--- src/rtl/gate_reduce_pkg.sv ---
// Shared encodings and helpers for the sequential gate reduction block:
// mode codes, FSM states, base-op selection, identity and inversion decode.
package gate_reduce_pkg;

    localparam logic [2:0] MODE_AND  = 3'b000;
    localparam logic [2:0] MODE_OR   = 3'b001;
    localparam logic [2:0] MODE_XOR  = 3'b010;
    localparam logic [2:0] MODE_NAND = 3'b011;
    localparam logic [2:0] MODE_NOR  = 3'b100;
    localparam logic [2:0] MODE_XNOR = 3'b101;

    localparam logic [1:0] OP_AND = 2'd0;
    localparam logic [1:0] OP_OR  = 2'd1;
    localparam logic [1:0] OP_XOR = 2'd2;

    // Widest operand the identity helper can describe.
    localparam int MAX_W = 256;

    typedef enum logic [1:0] {
        IDLE  = 2'd0,
        ACCUM = 2'd1,
        DONE  = 2'd2
    } state_t;

    function automatic logic [1:0] base_op(input logic [2:0] mode);
        case (mode)
            MODE_AND, MODE_NAND: return OP_AND;
            MODE_XOR, MODE_XNOR: return OP_XOR;
            default:             return OP_OR;
        endcase
    endfunction

    // Accumulator start value: all ones (within width) for AND-family, else zero.
    function automatic logic [MAX_W-1:0] identity(input logic [2:0] mode, input int width);
        logic [MAX_W-1:0] ones;
        ones = (width >= MAX_W) ? '1 : ((MAX_W'(1) << width) - MAX_W'(1));
        if (mode == MODE_AND || mode == MODE_NAND) begin
            return ones;
        end
        return '0;
    endfunction

    function automatic logic is_inverted(input logic [2:0] mode);
        return (mode == MODE_NAND) || (mode == MODE_NOR) || (mode == MODE_XNOR);
    endfunction

endpackage

--- src/rtl/gate_reduce_alu.sv ---
// Combinational two-operand bitwise AND/OR/XOR selected by base op code.
module gate_reduce_alu
    import gate_reduce_pkg::*;
#(
    parameter int WIDTH = 8
) (
    input  logic [1:0]       op,
    input  logic [WIDTH-1:0] a,
    input  logic [WIDTH-1:0] b,
    output logic [WIDTH-1:0] y
);

    always_comb begin
        y = a | b;
        case (op)
            OP_AND:  y = a & b;
            OP_XOR:  y = a ^ b;
            default: y = a | b;
        endcase
    end

endmodule

--- src/rtl/gate_reduce_seq.sv ---
// Streaming N_TERMS-operand bitwise reducer with selectable (inverted) op;
// one registered result per transaction, handed off over valid/ready.
module gate_reduce_seq
    import gate_reduce_pkg::*;
#(
    parameter int WIDTH   = 8,
    parameter int N_TERMS = 3,
    parameter int CW      = $clog2(N_TERMS + 1)
) (
    input  logic             clk,
    input  logic             reset,
    input  logic             start,
    input  logic [2:0]       mode,
    input  logic             flush,
    input  logic             in_valid,
    input  logic [WIDTH-1:0] in_data,
    output logic             in_ready,
    output logic             out_valid,
    output logic [WIDTH-1:0] out_data,
    input  logic             out_ready,
    output logic             busy,
    output logic [CW-1:0]    count,
    output logic             mode_err
);

    state_t           state;
    state_t           state_next;
    logic [WIDTH-1:0] acc;
    logic [WIDTH-1:0] alu_y;
    logic [1:0]       op_q;
    logic             inv_q;
    logic [2:0]       mode_eff;
    logic             mode_rsvd;
    logic             beat;
    logic             last_beat;

    // Reserved codes fold onto OR so the transaction still completes.
    assign mode_rsvd = (mode > MODE_XNOR);
    assign mode_eff  = mode_rsvd ? MODE_OR : mode;

    assign in_ready  = (state == ACCUM);
    assign out_valid = (state == DONE);
    assign busy      = (state != IDLE);
    assign beat      = in_valid && in_ready;
    assign last_beat = (count == CW'(N_TERMS - 1));

    gate_reduce_alu #(.WIDTH(WIDTH)) u_alu (
        .op (op_q),
        .a  (acc),
        .b  (in_data),
        .y  (alu_y)
    );

    always_ff @(posedge clk or posedge reset) begin
        if (reset) begin
            state <= IDLE;
        end else begin
            state <= state_next;
        end
    end

    always_comb begin
        state_next = state;
        case (state)
            IDLE: begin
                if (start) state_next = ACCUM;
            end
            ACCUM: begin
                if (flush)                  state_next = IDLE;
                else if (beat && last_beat) state_next = DONE;
            end
            DONE: begin
                if (flush || out_ready) state_next = IDLE;
            end
            default: state_next = IDLE;
        endcase
    end

    always_ff @(posedge clk or posedge reset) begin
        if (reset) begin
            acc      <= '0;
            out_data <= '0;
            count    <= '0;
            op_q     <= OP_OR;
            inv_q    <= 1'b0;
            mode_err <= 1'b0;
        end else begin
            case (state)
                IDLE: begin
                    if (start) begin
                        op_q  <= base_op(mode_eff);
                        inv_q <= is_inverted(mode_eff);
                        acc   <= WIDTH'(identity(mode_eff, WIDTH));
                        count <= '0;
                        if (mode_rsvd) mode_err <= 1'b1;
                    end
                end
                ACCUM: begin
                    // flush wins over a beat presented in the same cycle.
                    if (flush) begin
                        count <= '0;
                    end else if (beat) begin
                        acc   <= alu_y;
                        count <= count + CW'(1);
                        if (last_beat) out_data <= inv_q ? ~alu_y : alu_y;
                    end
                end
                DONE: begin
                    if (flush) count <= '0;
                end
                default: ;
            endcase
        end
    end

endmodule
--- config.mk ---
export PLATFORM = sky130hd
export DESIGN_NAME = gate_reduce_seq
export DESIGN_NICKNAME = d
export VERILOG_FILES = /design/src/rtl/gate_reduce_pkg.sv /design/src/rtl/gate_reduce_alu.sv /design/src/rtl/gate_reduce_seq.sv
export SDC_FILE = /design/constraint.sdc
export NUM_CORES = 1
export LEC_CHECK = 0
export CORE_MARGIN = 2
export CORE_UTILIZATION = 30
export DETAILED_ROUTE_END_ITERATION = 12
export GPL_TIMING_DRIVEN = 0
export HOLD_SLACK_MARGIN = 0.05
export SYNTH_ARGS = -nofsm -noshare
export SYNTH_HDL_FRONTEND = slang
export SYNTH_SLANG_ARGS = --single-unit
--- constraint.sdc ---
create_clock -name clk -period 1.3 [get_ports clk]
set_input_delay 0.13 -clock clk [delete_from_list [all_inputs] [get_ports clk]]
set_output_delay 0.13 -clock clk [all_outputs]
set_load 0.1 [all_outputs]
==> metrics.md, run 1 <==
| Metric | Value |
|---|---|
| Clock buffer depth | `2` |
| Mapped Area | `1590 µm²` |
| Hold Crit Class | `in2reg` |
| Register-to-register setup slack | `-100 ps` |
| Yosys cell types | `31` |
| Die Wd | `76.7 µm` |
| Chip Height | `76.7 µm` |
| Status | `finished with violations` |
| Initial antenna violation count | `0` |
| TNS Setup | `-963 ps` |
| Die Area | `5880 µm²` |
| Syn_nets | `201` |
| Hold_buf cts | `0` |
| Final Max Tran Viols | `0` |
| Cell Area, Placed | `2030 µm²` |
| DPL Wire Length | `2.34 mm` |
| CTS Buf Count | `3` |
| Most used DFF post-synth | `dfrtp_1` |
| Vias/cell | `4.52` |
| Top post-synthesis cells by area | `dfrtp_1, ha_1, mux2i_1, a21oi_1, inv_1` |
| Multi-input logic area | `1050 µm²` |
| Crit path launch | `op_q[0]` |
| TritonCTS clock tree | `yes` |
| Root Driver | `clkbuf_8` |
| Final ANT Viol Nets | `0` |
| Crit path capture | `out_data[3]` |
| Worst-path clk slew | `90 ps` |
| Drt drc | `0` |
| PwrDens | `1840 nW/µm²` |
| Worst VDD drop | `0.709 mV` |
| CP required | `1460 ps` |
| Reg area | `616 µm²` |
| Final net count | `251` |
| Worst flop-to-flop path startpoint | `op_q[0]` |
| Seq/Total Area, Yosys | `0.380` |
| # Max-Cap Violations | `0` |
| Syn Area/Cell | `9.49 µm²` |
| Yosys reg bits | `24` |
| P_leak | `0.00110 µW` |
| Routed vias | `1292` |
| Top cell type's share of synthesized area | `0.363` |
| Routability cong. | `0.743` |
| Critical Path Fanout Max | `5` |
| CP arrival | `1560 ps` |
| Port Buffers | `30` |
| Final setup skew | `7.38 ps` |
| DRT Pass-1 Iters | `4` |
| Worst setup EP type | `flop` |
| Site row count | `26` |
| Synthesis Warnings | `0` |
| Drt wl/cell | `12.7 µm` |
| Design Area, Final | `2380 µm²` |
| Largest net degree at the start of global routing | `25` |
| Achievable clock frequency | `0.713 GHz` |
| Starting Density | `0.310` |
| RSZ-0062 raised after global routing | `true` |
| Startpoint types | `flop` |
| Min Hold Slack | `243 ps` |
| Fin util | `0.466` |
| Setup CP Type | `reg2reg` |
| PnR worst setup slack | `-102 ps` |
| First-pass GRT wire length | `6.00 mm` |
| H-Tree Depth | `1` |
| Slew @ Worst Pin | `553 ps` |
| Layout Area Growth over Synthesis | `50.2%` |
| Commonest non-fill, non-tap cells in the layout | `nor2_1, inv_1, dfrtp_1` |
| Final hold violations | `0` |
| Commonest non-fill, non-tap cell in the layout | `nor2_1` |
| Total global-route track usage | `0.125` |
| Share of cells above drive strength 1 | `0.361` |
| Vias in the first global route | `1315` |
| Diode count | `0` |
| Clock Latency Late Sink | `270 ps` |
| Fill count | `521` |
| Violated checks | `setup timing` |
| Cells on worst reg2reg path | `4` |
| Grt total ovfl | `0` |
| Clock Sinks | `24` |
| Slew margin rel. | `0.631` |
| DRT Wirelength | `3.62 mm` |
| Layout Cells excl Fill | `286` |
| First-iteration detailed-routing DRC count | `67` |
| IO Pins | `31` |
| Share of async-settable or async-resettable flops after synthesis | `1.00` |
| Period minus WS final | `1400 ps` |
| Placed Cells incl. Taps | `267` |
| Syn Inst Count | `167` |
| R2R Path End | `out_data[3]` |
| Leading area contributor after synthesis | `dfrtp_1` |
| Post-route clock period utilization | `1.08` |
| Core area | `5110 µm²` |
| Final setup violation count | `19` |
| EDFF count, synth | `0` |
through the flow:
| stage | total power, µW | worst slack [ps] |
|---|---|---|
| floorplan | 2770 | -297 |
| finish | 4380 | -102 |
| CTS | 4210 | -92.2 |
| global route | 4660 | -187 |
| detailed placement | 3270 | -859 |
| global placement | 3230 | -858 |
worst max-delay path, stage by stage (launching register included):
cell	delay [ps]
dfstp_4	640
buf_12	140
mux2i_2	270
xnor2_1	160
a21oi_1	80
cells in the mapped netlist (2+ instances only):
| cell type | instances |
|---|---|
| buf_2 | 3 |
| a31o_2 | 2 |
| inv_1 | 22 |
| dfrtp_1 | 23 |
| nor2b_1 | 2 |
| mux2i_1 | 17 |
| xnor2_1 | 9 |
| a21oi_1 | 20 |
| ha_1 | 17 |
| nor2_1 | 22 |
| nand2_1 | 10 |
cells by family after synthesis:
group,synth area share
flip-flops,0.380
XOR/XNOR,0.0553
AO/OA/AOI/OAI,0.115
buffers and inverters,0.0710
AND/OR/NAND/NOR,0.130
multiplexers,0.114
adder cells (fa/ha/maj),0.134
power breakdown:
part | internal (µW) | switching [µW]
logic | 996 | 1590
registers | 977 | 151
clock network | 412 | 248
worst min-delay path by stage:
| stage | from | endpoint | slack (ps) | cells after the start |
|---|---|---|---|---|
| after global routing | flush | state[1] | 260 | 2 |
| after global placement | mode_err | mode_err | 460 | 1 |
| after CTS | reset | out_data[0] | 420 | 2 |
| final | flush | state[1] | 240 | 2 |
| after detailed placement | mode_err | mode_err | 460 | 1 |
| after floorplan | reset | acc[0] | 140 | 1 |
routing by layer:
metal  wire length (µm)  GRT usage  up-vias
met5                  0          0        -
met3                129     0.0247        0
met2               1840      0.212       28
li1                   -          -      642
met1               1650      0.169      622
met4                  0     0.0164        0
flip-flops by register name, summed over array words and instances (netlist names):
signal,count
acc,8
count,2
inv_q,1
mode_err,1
op_q,2
out_data,8
state,2
final cells by class:
class                      count  area share
buffer                         4      0.0158
clock buffer                   3      0.0173
clock inverter                 1      0.0126
inverter                      23      0.0389
multi-input combinational    115       0.439
sequential                    24       0.259
tap                           70      0.0368
timing repair buffer          46       0.181
timing repair:
action                     in CTS  in global routing
pin swaps                       5                 11
setup buffers                  10                  6
setup endpoints to repair      30                 25
resized for setup             100                 19
Note: power is estimated with default switching activity, not from simulation.
==> run 2: changes to the inputs <==
--- a/config.mk
+++ b/config.mk
@@ -5,6 +5,7 @@
 export SDC_FILE = /design/constraint.sdc
 export NUM_CORES = 1
 export LEC_CHECK = 0
+export CAP_MARGIN = 20
 export CORE_MARGIN = 2
 export CORE_UTILIZATION = 30
 export DETAILED_ROUTE_END_ITERATION = 12
==> run 2 against run 1 <==
Net effect: the flow still finishes with violations (setup timing); utilization grew 0.47 points; power grew 0.28%; final cell count grew 0.35%.
==> metrics.md, run 2 (synthesis results as in run 1) <==
| Metric | Value |
|---|---|
| Status | `finished with violations` |
| Violated checks | `setup timing` |
| CP max-delay cell | `dfstp_4` |
| Clock buffer depth | `2 (unchanged)` |
| Design Area, Final | `2400 µm² (+1.0%)` |
| Routed vias | `1304 (+0.93%)` |
| Grt total ovfl | `0 (unchanged)` |
| Clock Latency Late Sink | `270 ps (about the same)` |
| Root Driver | `clkbuf_8` |
| Worst VDD drop | `0.712 mV (+0.31%)` |
| Final ANT Viol Nets | `0 (unchanged)` |
| Vias/cell | `4.54 (+0.58%)` |
| Site row count | `26 (unchanged)` |
| Setup CP Type | `reg2reg` |
| Initial antenna violation count | `0 (unchanged)` |
| Fin util | `0.471 (+0.00465)` |
| CP Cell Sequence | `buf_12 > mux2i_2 > xnor2_1 > a21oi_1` |
| Achievable clock frequency | `0.713 GHz (about the same)` |
| Final setup skew | `7.08 ps (-0.298 ps)` |
| Vias in the first global route | `1315 (unchanged)` |
| Clock Sinks | `24 (unchanged)` |
| Commonest non-fill, non-tap cell in the layout | `nor2_1` |
| Diode count | `0 (unchanged)` |
| Worst setup EP type | `flop` |
| Largest regs | `acc: 8 flops, out_data: 8 flops` |
| Cell Area, Placed | `2030 µm² (unchanged)` |
| CP required | `1460 ps (about the same)` |
| Starting Density | `0.310 (unchanged)` |
| Slew @ Worst Pin | `563 ps (+9.46 ps)` |
| PwrDens | `1830 nW/µm² (-0.71%)` |
| H-Tree Depth | `1 (unchanged)` |
| First-iteration detailed-routing DRC count | `61 (-9.0%)` |
| IO Pins | `31 (unchanged)` |
| Worst-path clk slew | `90 ps (about the same)` |
| Layout Cells excl Fill | `287 (+0.35%)` |
| Total global-route track usage | `0.125 (unchanged)` |
| PnR worst setup slack | `-102 ps (-0.331 ps)` |
| Post-route clock period utilization | `1.08 (about the same)` |
| Drt drc | `0 (unchanged)` |
| Commonest non-fill, non-tap cells in the layout | `nor2_1, inv_1, dfrtp_1` |
| CP arrival | `1560 ps (about the same)` |
| Die Wd | `76.7 µm (unchanged)` |
| Period minus WS final | `1400 ps (+0.331 ps)` |
| Startpoint types | `flop` |
| Final Max Tran Viols | `0 (unchanged)` |
| Min Hold Slack | `119 ps (-124 ps)` |
| Layout Area Growth over Synthesis | `51.7%` |
| Place WS | `-859 ps (unchanged)` |
| Chip Height | `76.7 µm (unchanged)` |
| Port Buffers | `30 (unchanged)` |
| Top cell family by delay on the critical path | `flip-flops` |
| CTS Buf Count | `3 (unchanged)` |
| Final net count | `252 (+0.40%)` |
| Hold_buf cts | `0 (unchanged)` |
| Slew margin rel. | `0.625 (-0.00630)` |
| DPL Wire Length | `2.34 mm (unchanged)` |
| Share of cells above drive strength 1 | `0.359 (-0.00166)` |
| Critical Path Fanout Max | `5 (unchanged)` |
| Routability cong. | `0.743 (unchanged)` |
| CP bufs+invs | `1 (unchanged)` |
| Die Area | `5880 µm² (unchanged)` |
| Critical Path Max Stage Delay | `640 ps (about the same)` |
| Fill count | `521 (unchanged)` |
| First-pass GRT wire length | `6.00 mm (unchanged)` |
| TritonCTS clock tree | `yes` |
| Register-to-register setup slack | `-100 ps (about the same)` |
| DRT Pass-1 Iters | `4 (unchanged)` |
| Final hold violations | `0 (unchanged)` |
| # Max-Cap Violations | `0 (unchanged)` |
| DRT Wirelength | `3.64 mm (+0.55%)` |
| P_leak | `0.00112 µW (+1.6%)` |
| Largest net degree at the start of global routing | `25 (unchanged)` |
| Placed Cells incl. Taps | `267 (unchanged)` |
| Core area | `5110 µm² (unchanged)` |
| Drt wl/cell | `12.7 µm (+0.20%)` |
| Hold Crit Class | `in2async` |
| RSZ-0062 raised after global routing | `true` |
| Final setup violation count | `19 (unchanged)` |
-- run 2: cell types whose count changed in the layout (fill, tap and decap cells not counted) --
cell        delta
buf_16         +1
clkinvlp_4     -1
inv_1          +1
-- run 2: metrics by stage --
step           total power, µW  setup TNS [ps]
2_1_floorplan             2770           -1980
3_3_place_gp              3230          -13130
3_5_place_dp              3270          -13280
4_1_cts                   4210           -1000
5_1_grt                   4670           -2150
6_report                  4390            -943
-- run 2: path summary, 6_finish.rpt --
kind,start,end,depth (start not counted)
max,op_q[0],out_data[3],4
min,reset,out_data[0],2
max reg2reg,op_q[0],out_data[3],4
min reg2reg,mode_err,mode_err,1
max in group asynchronous,reset,op_q[0],3
min in group clk,flush,state[1],2
-- run 2: area by class of cell --
class / count / area [µm²] / area share
Tap cell: 70 / 87.6 / 0.0364
Timing Repair Buffer: 47 / 458 / 0.190
Buffer: 4 / 37.5 / 0.0156
Clock buffer: 3 / 41.3 / 0.0172
Multi-Input combinational cell: 115 / 1050 / 0.435
Inverter: 23 / 88.8 / 0.0369
Clock inverter: 1 / 30.0 / 0.0125
Sequential cell: 24 / 616 / 0.256
-- run 2: routing by layer --
layer  routed length [µm]  up-vias  share of wire  GRT usage
met1                 1650      627           0.45      0.169
met2                 1830       34           0.50      0.212
met5                    0        -              0          0
li1                     -      643              -          -
met4                    0        0              0     0.0164
met3                  152        0          0.042     0.0247
-- run 2: repair_timing --
item	4_1_cts	5_1_grt
pin swaps	5	11
resized for setup	100	18
setup buffers	10	6
setup endpoints to repair	30	23
hold endpoints to repair	0	0
-- run 2: report_power, final --
group | leakage [µW] | switching [µW] | internal (µW)
combinational | 0.000796 | 1600 | 1000
clock | 0.0000357 | 251 | 412
sequential | 0.000286 | 150 | 977
==> run 3: changes to the inputs <==
--- a/config.mk
+++ b/config.mk
@@ -8,6 +8,7 @@
 export CAP_MARGIN = 20
 export CORE_MARGIN = 2
 export CORE_UTILIZATION = 30
+export CTS_CLUSTER_DIAMETER = 50
 export DETAILED_ROUTE_END_ITERATION = 12
 export GPL_TIMING_DRIVEN = 0
 export HOLD_SLACK_MARGIN = 0.05
==> results of run 3 <==
No change in the layout: final DEF, timing and power equal those of run 2.
